**config.mk**
```make
export PLATFORM = sky130hd
export DESIGN_NAME = mem_ctrl
export DESIGN_NICKNAME = d
export VERILOG_FILES = /design/src/rtl/mem_ctrl_pkg.sv /design/src/rtl/mem_ctrl.sv
export SDC_FILE = /design/constraint.sdc
export NUM_CORES = 1
export LEC_CHECK = 0
export ABC_CLOCK_PERIOD_IN_PS = 4900
export CAP_MARGIN = 20
export CORE_MARGIN = 2
export CORE_UTILIZATION = 50
export DETAILED_ROUTE_END_ITERATION = 7
export PLACE_DENSITY = 0.79
export REMOVE_ABC_BUFFERS = 1
export SLEW_MARGIN = 20
export SYNTH_ARGS = -nofsm -noshare
export SYNTH_HDL_FRONTEND = slang
export SYNTH_SLANG_ARGS = --single-unit
```
**constraint.sdc**
```tcl
create_clock -name clk -period 4.9 [get_ports clk]
set_input_delay 0.735 -clock clk [delete_from_list [all_inputs] [get_ports clk]]
set_output_delay 0.735 -clock clk [all_outputs]
set_load 0.03 [all_outputs]
```
**src/rtl/mem_ctrl_pkg.sv**
```systemverilog
// Shared constants for mem_ctrl: FSM state encoding, access width codes and helpers.
package mem_ctrl_pkg;

    localparam int ADDR_W_DEF = 32;

    typedef enum logic [1:0] {
        IDLE = 2'd0,
        RD   = 2'd1,
        WR   = 2'd2,
        DONE = 2'd3
    } state_t;

    localparam logic [1:0] WIDTH_B = 2'b00;
    localparam logic [1:0] WIDTH_H = 2'b01;
    localparam logic [1:0] WIDTH_W = 2'b10;

    localparam logic [31:0] ZERO  = 32'd0;
    localparam logic        TRUE  = 1'b1;
    localparam logic        FALSE = 1'b0;

    // Both 2'b10 and 2'b11 mean a full word.
    function automatic logic [2:0] width_bytes(input logic [1:0] width);
        case (width)
            WIDTH_B: width_bytes = 3'd1;
            WIDTH_H: width_bytes = 3'd2;
            default: width_bytes = 3'd4;
        endcase
    endfunction

endpackage

```
**src/rtl/mem_ctrl.sv**
```systemverilog
// Byte-serial RAM sequencer serving ifetch words and load/store accesses.
// Optional MEM_CTRL_IO_STALL_EN holds IO-window stores in IDLE while io_buffer_full is set.
module mem_ctrl
    import mem_ctrl_pkg::*;
#(
    parameter int         ADDR_W     = ADDR_W_DEF,
    parameter logic [1:0] IO_ADDR_HI = 2'b11
) (
    input  logic              clk,
    input  logic              rst,
    input  logic              rdy,
    input  logic              if_ena,
    input  logic [ADDR_W-1:0] if_addr,
    output logic              if_valid,
    output logic [31:0]       if_data,
    input  logic              ls_ena,
    input  logic              ls_wr,
    input  logic [1:0]        ls_width,
    input  logic [ADDR_W-1:0] ls_addr,
    input  logic [31:0]       ls_wdata,
    output logic              ls_done,
    output logic [31:0]       ls_rdata,
    input  logic [7:0]        mem_din,
    output logic [7:0]        mem_dout,
    output logic [ADDR_W-1:0] mem_a,
    output logic              mem_wr,
    input  logic              io_buffer_full
);

    // Handshake: a request is taken only in IDLE; the requester keeps it
    // asserted and the controller answers with a single-cycle if_valid/ls_done.

    state_t            state, state_n;
    logic [2:0]        cnt, cnt_n;
    logic [ADDR_W-1:0] base;
    logic [2:0]        nbytes;
    logic [31:0]       wdata;
    logic              src_if;
    logic [31:0]       asm_q, asm_n;
    logic              accept_ls, accept_if, rd_last;
    logic              ls_blocked;
    logic [ADDR_W-1:0] cur_addr, prev_addr;
    logic [1:0]        byte_idx, prev_idx;

`ifdef MEM_CTRL_IO_STALL_EN
    assign ls_blocked = ls_wr && (ls_addr[17:16] == IO_ADDR_HI) && io_buffer_full;
`else
    logic unused_io;
    assign unused_io  = io_buffer_full;
    assign ls_blocked = FALSE;
`endif

    assign cur_addr  = base + ADDR_W'(cnt);
    assign prev_addr = cur_addr - ADDR_W'(1);
    assign byte_idx  = cnt[1:0];
    assign prev_idx  = cnt[1:0] - 2'd1;

    always_comb begin
        state_n   = state;
        cnt_n     = cnt;
        accept_ls = FALSE;
        accept_if = FALSE;
        rd_last   = FALSE;
        case (state)
            IDLE: begin
                cnt_n = 3'd0;
                if (ls_ena && !ls_blocked) begin
                    accept_ls = TRUE;
                    state_n   = ls_wr ? WR : RD;
                end else if (if_ena) begin
                    accept_if = TRUE;
                    state_n   = RD;
                end
            end
            // cnt == nbytes is the trailing capture cycle for the last byte.
            RD: begin
                if (cnt == nbytes) begin
                    rd_last = TRUE;
                    state_n = DONE;
                end else begin
                    cnt_n = cnt + 3'd1;
                end
            end
            WR: begin
                cnt_n = cnt + 3'd1;
                if (cnt == nbytes - 3'd1) begin
                    state_n = DONE;
                end
            end
            DONE: begin
                cnt_n   = 3'd0;
                state_n = IDLE;
            end
            default: state_n = IDLE;
        endcase
    end

    always_comb begin
        mem_a    = '0;
        mem_dout = 8'd0;
        mem_wr   = FALSE;
        if_valid = FALSE;
        ls_done  = FALSE;
        case (state)
            // While stalled, keep the address whose byte is captured next on the
            // bus, so mem_din is correct on the first cycle after rdy returns.
            RD: begin
                if (!rdy && cnt != 3'd0) begin
                    mem_a = prev_addr;
                end else if (cnt != nbytes) begin
                    mem_a = cur_addr;
                end
            end
            WR: begin
                mem_a    = cur_addr;
                mem_dout = wdata[{byte_idx, 3'b000} +: 8];
                mem_wr   = rdy;
            end
            DONE: begin
                if_valid = rdy & src_if;
                ls_done  = rdy & ~src_if;
            end
            default: ;
        endcase
    end

    always_comb begin
        asm_n = asm_q;
        if (state == RD && cnt != 3'd0) begin
            asm_n[{prev_idx, 3'b000} +: 8] = mem_din;
        end
    end

    always_ff @(posedge clk or negedge rst) begin
        if (!rst) begin
            state <= IDLE;
            cnt   <= 3'd0;
        end else if (rdy) begin
            state <= state_n;
            cnt   <= cnt_n;
        end
    end

    always_ff @(posedge clk or negedge rst) begin
        if (!rst) begin
            base     <= '0;
            nbytes   <= 3'd0;
            wdata    <= ZERO;
            src_if   <= FALSE;
            asm_q    <= ZERO;
            if_data  <= ZERO;
            ls_rdata <= ZERO;
        end else if (rdy) begin
            asm_q <= asm_n;
            if (accept_ls) begin
                base   <= ls_addr;
                nbytes <= width_bytes(ls_width);
                wdata  <= ls_wdata;
                src_if <= FALSE;
                asm_q  <= ZERO;
            end else if (accept_if) begin
                base   <= if_addr;
                nbytes <= width_bytes(WIDTH_W);
                src_if <= TRUE;
                asm_q  <= ZERO;
            end
            // The last byte is merged here so the result is visible with the pulse.
            if (rd_last) begin
                if (src_if) begin
                    if_data <= asm_n;
                end else begin
                    ls_rdata <= asm_n;
                end
            end
        end
    end

endmodule
```
==> impl_metrics.toml, run 1 <==
[status]
status = "complete, no violations"

[worst_setup_path]
cp-startpoint = "cnt[0]$_DFFE_PN0P_"
worst_path_max_delay_cell = "clkdlybuf4s50_1"
reg2regPathDepth = 7
critPathMaxStageDelay_ns = 0.61
cpMostUsedCell = "o211ai_1"
arrival_ns = 4.00
cp-end-kind = "output pin"
path_cells = "ha_1 -> fa_1 -> xor2_1 -> nor4b_2 -> o211ai_1 -> a21oi_2 -> and3_1 -> a31oi_1 -> o211ai_1 -> nand2_1 -> clkdlybuf4s50_1"
worst-path-stages = 11
setup.worst_path.start_class = "flip-flop"
cp_num_buf_inv = 1
r2r_start = "state[1]$_DFFE_PN0P_"
crit_end = "mem_a[13]"
cp_top_family = "compound AO/OA/AOI/OAI gates"
cp.required_ns = 4.16
worstSetupPathType = "reg2out"
rr_endpoint = "asm_q[5]$_DFFE_PN0P_"
crit_fanout = 4
r2r_slack_ns = 1.68

[cts]
clk_latency_ns = 0.43
cts_made_buffers = 17
cts_tree = "done"
cts.clk_slew.worst_paths_ns = 0.06
clock_path_buffers = 2
htree_levels = 4
cts_root_buf = "clkbuf_16"
cts_hold_buf = 0
clock_sinks = 169

[synthesis]
yosys-mux-area-fraction_pct = 9.45
yosys.area_share.adder_pct = 2.26
synthArstFlopShare_pct = 100
synth_commonest_cells = "dfrtp_1 (169), nand2_1 (111), a21oi_1 (92), o21ai_0 (86), nor2_1 (80)"
synth_compound_area_share_pct = 17.6
ys_top_cells_by_area = "dfrtp_1 (43%), a21oi_1 (4.7%), o21ai_0 (4.4%)"
synth_cells = 1043
ys_warn_count = 0
synth_edf_count = 0
syn-cell-area_sq_mm = 0.00975
syn_avg_cell_area_sq_um = 9.35
yosys.area.top_type_share_pct = 43.4
synthDistinctLibCells = 72
yosys.area_share.simple_pct = 20.2
synth_top_family_by_area = "simple AND/OR/NAND/NOR gates"
yosysSeqAreaShare_pct = 43.4
synth_seq_cells = 169
synth_xor_area_share_pct = 3.59
ys.flop_type = "dfrtp_1"
yosysMostFrequentCell = "dfrtp_1"
yosysTopAreaCell = "dfrtp_1"

[cells_and_area]
syn2layout_area_growth_pct = 30.5
drive_above_1_share_pct = 12.1
fillers = 1628
antenna_cells = 0
fin_cells = 1508
fin_util_pct = 66.0
fin_nets = 1360

[sta]
fin_crit_ns = 4.74
worst_pin_slew_ns = 1.01
setup_viol = 0
clock_skew_ns = 0.00943
rsz0062_at_grt = "true"
clock.fmax_mhz = 211
hold_viol_final = 0
slew_violations = 0
maxSlewHeadroom_pct = 32.7
finalCritPeriodShare_pct = 96.7

[routing]
drtIter0Drc = 607
viasPerCell = 5.76
wirelength_um = 26300
drcViolationCount = 0
antenna_left = 0
first_pass_iters = 5
vias = 8682
wl_per_cell_um = 17.4

[placed_design]
place_inst = 1475
port_buffers = 218
hpwlAfterDp_um = 19000
place.gp.congestion = 0.943

[global_route]
grt_remaining_overflow = 0
grt_max_degree = 87
grt_pass1_wl_um = 42400
antenna_found_initial = 1
track_usage_pct = 26.0
first_global_vias = 8183

[floorplanning]
ios = 220
start_util_pct = 50.6
core_area_sq_mm = 0.0193
fp-row-count = 51
die_width_um = 144
dieArea_sq_mm = 0.0206
die_h_um = 144

[power]
p_total_mw = 7.65
powerDensity_mw_per_mm2 = 601
peakVddDrop_v = 0.000348
p_leak_nw = 5.41

[run]
drv_cap = 0

[hold_path]
hp-class = "in2async"
==> state kept, by name (all words and copies together), names as in the netlist <==
name / cells
asm_q: 32
base: 32
cnt: 3
if_data: 32
ls_rdata: 32
nbytes: 3
src_if: 1
state: 2
wdata: 32
==> worst min path at each step <==
| stage | slack [ns] | depth (start not counted) | end | start |
|---|---|---|---|---|
| floorplan | 0.44 | 0 | asm_q[0]$_DFFE_PN0P_ | rst |
| global placement | 0.46 | 2 | if_data[30]$_DFFE_PN0P_ | if_data[30]$_DFFE_PN0P_ |
| detailed placement | 0.47 | 2 | if_data[25]$_DFFE_PN0P_ | if_data[25]$_DFFE_PN0P_ |
| CTS | 0.38 | 1 | if_data[20]$_DFFE_PN0P_ | rst |
| global route | 0.41 | 1 | if_data[12]$_DFFE_PN0P_ | rst |
| finish | 0.34 | 1 | if_data[20]$_DFFE_PN0P_ | rst |
==> through the flow <==
step | setup TNS [ns] | setup WS (ns) | area, sq um | hold slack [ns]
3_5_place_dp | 0 | 0.431 | 12100 | 0.469
5_1_grt | -0.0325 | -0.0325 | 12700 | 0.412
4_1_cts | 0 | 0.0772 | 12700 | 0.380
6_report | 0 | 0.163 | 12700 | 0.339
3_3_place_gp | 0 | 0.402 | 12100 | 0.460
2_1_floorplan | -0.425 | -0.0137 | 9480 | 0.439
==> logic make-up after synthesis <==
family | after synthesis
buf+inv | 85
mux | 77
fa+ha+maj | 17
xor+xnor | 40
compound gates | 278
simple gates | 377
flops | 169
==> power by group <==
part           internal [mW]  leakage, nW  total [mW]  switching (mW)
clock                  0.660        0.266        1.26           0.598
sequential              1.89         2.18        2.39           0.499
combinational           1.65         2.97        3.99            2.34
==> layout by cell type, fill, tap and decap left out, types with 17 or more instances in the layout <==
master,count
nand3_1,30
clkdlybuf4s50_1,194
mux2i_1,32
dfrtp_1,169
mux2_2,36
nor3_1,44
o21ai_0,86
clkbuf_16,17
nand2_1,110
xor2_1,19
o2bb2ai_1,25
and3_1,25
a21oi_1,91
nor2_1,80
buf_4,35
inv_1,17
xnor2_1,21
==> routing by layer <==
| layer | wire [um] | up-vias | track usage [%] |
|---|---|---|---|
| li1 | - | 4153 | - |
| met1 | 11700 | 4177 | 36.0 |
| met2 | 12600 | 311 | 41.3 |
| met3 | 1580 | 39 | 6.13 |
| met4 | 381 | 2 | 7.28 |
| met5 | 16 | - | 0 |
==> area by class of cell <==
type                    instances  area (sq um)  area share, %
multi-input cells             789          5210           41.0
flip-flops and latches        169          4230           33.3
repair buffers                236          2340           18.4
clock buffers                  18           429           3.37
well taps                     265           332           2.61
clock inverters                14           119          0.935
inverters                      17          63.8          0.502
==> repair_timing <==
action                     in CTS  in global routing
setup endpoints to repair       1                 12
buffers inserted                0                  1
resized for setup               1                  2
gates cloned                    0                  0
==> worst register-to-register path: stages (launching register included) <==
cell and delay, ns:
dfrtp_1 0.41, inv_1 0.16, ha_1 0.52, inv_1 0.26, nor2_1 0.37, nand2_1 0.31, nor3b_1 0.89, a22o_1 0.25
No activity file was read; power rests on OpenSTA's default activity.
==> run 2, diff against run 1 <==
--- a/config.mk
+++ b/config.mk
@@ -5,7 +5,7 @@
 export SDC_FILE = /design/constraint.sdc
 export NUM_CORES = 1
 export LEC_CHECK = 0
-export ABC_CLOCK_PERIOD_IN_PS = 4900
+export ABC_CLOCK_PERIOD_IN_PS = 6100
 export CAP_MARGIN = 20
 export CORE_MARGIN = 2
 export CORE_UTILIZATION = 50
@@ -16,3 +16,4 @@
 export SYNTH_ARGS = -nofsm -noshare
 export SYNTH_HDL_FRONTEND = slang
 export SYNTH_SLANG_ARGS = --single-unit
+export TNS_END_PERCENT = 50
==> constraint.sdc (replaced) <==
create_clock -name clk -period 6.1 [get_ports clk]
set_input_delay 0.915 -clock clk [delete_from_list [all_inputs] [get_ports clk]]
set_output_delay 0.915 -clock clk [all_outputs]
set_load 0.03 [all_outputs]
==> run 2 against run 1 <==
Against the previous run:
- sequential cell count unchanged
- non-clock buffer count down 6
- routed wire length down 2.1%
- core utilization shrank 0.25 points
- via count decreased by 0.37%
- clock skew grew 0.0026 ns
- setup slack better by 0.33 ns
- clock power decreased by 17%
- sequential share of layout area rose by 0.12 points
- critical endpoint is now mem_a[26]
- largest power group unchanged
- highest routed layer unchanged
==> impl_metrics.toml, run 2 (synthesis results as in run 1) <==
[worst_setup_path]
cp-startpoint = "cnt[1]$_DFFE_PN0P_"
cp-end-kind = "output pin"
cp_top_family = "compound AO/OA/AOI/OAI gates"
cpMostUsedCell = "nand4_1"
path_cells = "ha_1 -> a211o_1 -> o21ai_2 -> a21oi_1 -> o31ai_1 -> nand4_1 -> nor4b_4 -> nand4_1 -> o211ai_1 -> clkdlybuf4s50_1"
crit_fanout = 10
worstSetupPathType = "reg2out"
reg2regPathDepth = 7
r2r_slack_ns = 3.11
arrival_ns = 4.70
cp_num_buf_inv = 1
crit_end = "mem_a[26]"
rr_endpoint = "asm_q[7]$_DFFE_PN0P_"
worst_path_max_delay_cell = "clkdlybuf4s50_1"
setup.worst_path.start_class = "flip-flop"
worst-path-stages = 10
critPathMaxStageDelay_ns = 0.74
cp.required_ns = 5.18
r2r_start = "cnt[1]$_DFFE_PN0P_"

[global_route]
first_global_vias = 8174
grt_max_degree = 101
grt_pass1_wl_um = 41900
track_usage_pct = 25.6
grt_remaining_overflow = 0
antenna_found_initial = 1

[sta]
finalCritPeriodShare_pct = 92.0
slew_violations = 0
hold_viol_final = 0
fin_tns_setup_ns = 0
hold-worst-slack_ns = 0.481
clock.fmax_mhz = 178
setup_ws_ns = 0.489
rsz0062_at_grt = "false"
clock_skew_ns = 0.0120
worst_pin_slew_ns = 0.976
fin_crit_ns = 5.61
maxSlewHeadroom_pct = 34.7
setup_viol = 0

[routing]
vias = 8650
drtIter0Drc = 721
first_pass_iters = 5
wl_per_cell_um = 17.1
viasPerCell = 5.76
antenna_left = 0
wirelength_um = 25700
drcViolationCount = 0

[cells_and_area]
drive_above_1_share_pct = 9.62
syn2layout_area_growth_pct = 30.0
fillers = 1633
antenna_cells = 0
fin_nets = 1354
final_common_cell = "clkdlybuf4s50_1"
layout_common_cells = "clkdlybuf4s50_1 (217), dfrtp_1 (169), nand2_1 (110)"

[cts]
cts.clk_slew.worst_paths_ns = 0.07
cts_hold_buf = 0
clk_latency_ns = 0.43
clock_path_buffers = 2
ctsResizeCount = 0
cts_root_buf = "clkbuf_16"
htree_levels = 4
cts_tree = "done"
post_cts_buffers = 0
clock_sinks = 169
cts_made_buffers = 17

[power]
peakVddDrop_v = 0.000290
powerDensity_mw_per_mm2 = 482
p_leak_nw = 5.33

[placed_design]
hpwlAfterDp_um = 18500
dp_slack_ns = 0.947
place.gp.congestion = 0.911
port_buffers = 218

[floorplanning]
dieArea_sq_mm = 0.0206
die_h_um = 144
fp-row-count = 51
die_width_um = 144
start_util_pct = 50.6
core_area_sq_mm = 0.0193
ios = 220

[status]
status = "complete, no violations"

[run]
drv_cap = 0

[hold_path]
hp-class = "reg2reg"
-- run 2: final cells by class --
class	count	area [sq um]	share of cell area, %
tap	265	332	2.62
multi-input combinational	789	5190	41.0
sequential	169	4230	33.4
clock inverter	12	113	0.889
timing repair buffer	230	2290	18.0
clock buffer	20	457	3.60
inverter	17	63.8	0.504
-- run 2: worst min path at each step --
stage,startpoint,to,slack (ns),depth (start not counted)
after floorplan,base[0]$_DFFE_PN0P_,base[0]$_DFFE_PN0P_,0.45,2
after detailed placement,if_data[30]$_DFFE_PN0P_,if_data[30]$_DFFE_PN0P_,0.47,2
final,if_data[3]$_DFFE_PN0P_,if_data[3]$_DFFE_PN0P_,0.48,2
after CTS,if_data[30]$_DFFE_PN0P_,if_data[30]$_DFFE_PN0P_,0.49,2
after global placement,if_data[30]$_DFFE_PN0P_,if_data[30]$_DFFE_PN0P_,0.46,2
after global routing,if_data[30]$_DFFE_PN0P_,if_data[30]$_DFFE_PN0P_,0.50,2
-- run 2: through the flow --
step / instance area [sq um] / total power, mW / std cells / util, %
4_1_cts: 12700 / 6.10 / 1501 / 65.6
2_1_floorplan: 9480 / 3.89 / 975 / -
5_1_grt: 12700 / 6.49 / 1502 / 65.8
6_report: 12700 / 6.11 / 1502 / 65.8
3_3_place_gp: 12100 / 4.97 / 1469 / 62.7
3_5_place_dp: 12100 / 5.05 / 1469 / 62.7
-- run 2: worst min-delay path, cell delays in order (launching register included) --
cell	delay, ns
dfrtp_1	0.34
nand2_1	0.05
o21ai_0	0.06
-- run 2: where the power goes --
part / switching [mW] / total, mW / internal (mW)
clock: 0.492 / 1.05 / 0.557
combinational: 1.85 / 3.14 / 1.29
sequential: 0.402 / 1.92 / 1.52
-- run 2: per-layer routing --
metal	vias up	part of all wire (%)	GRT usage, %
li1	4136	-	-
met1	4151	45	36.2
met2	323	47	40.4
met3	38	6.2	5.10
met4	2	1.7	6.86
met5	-	0.062	0
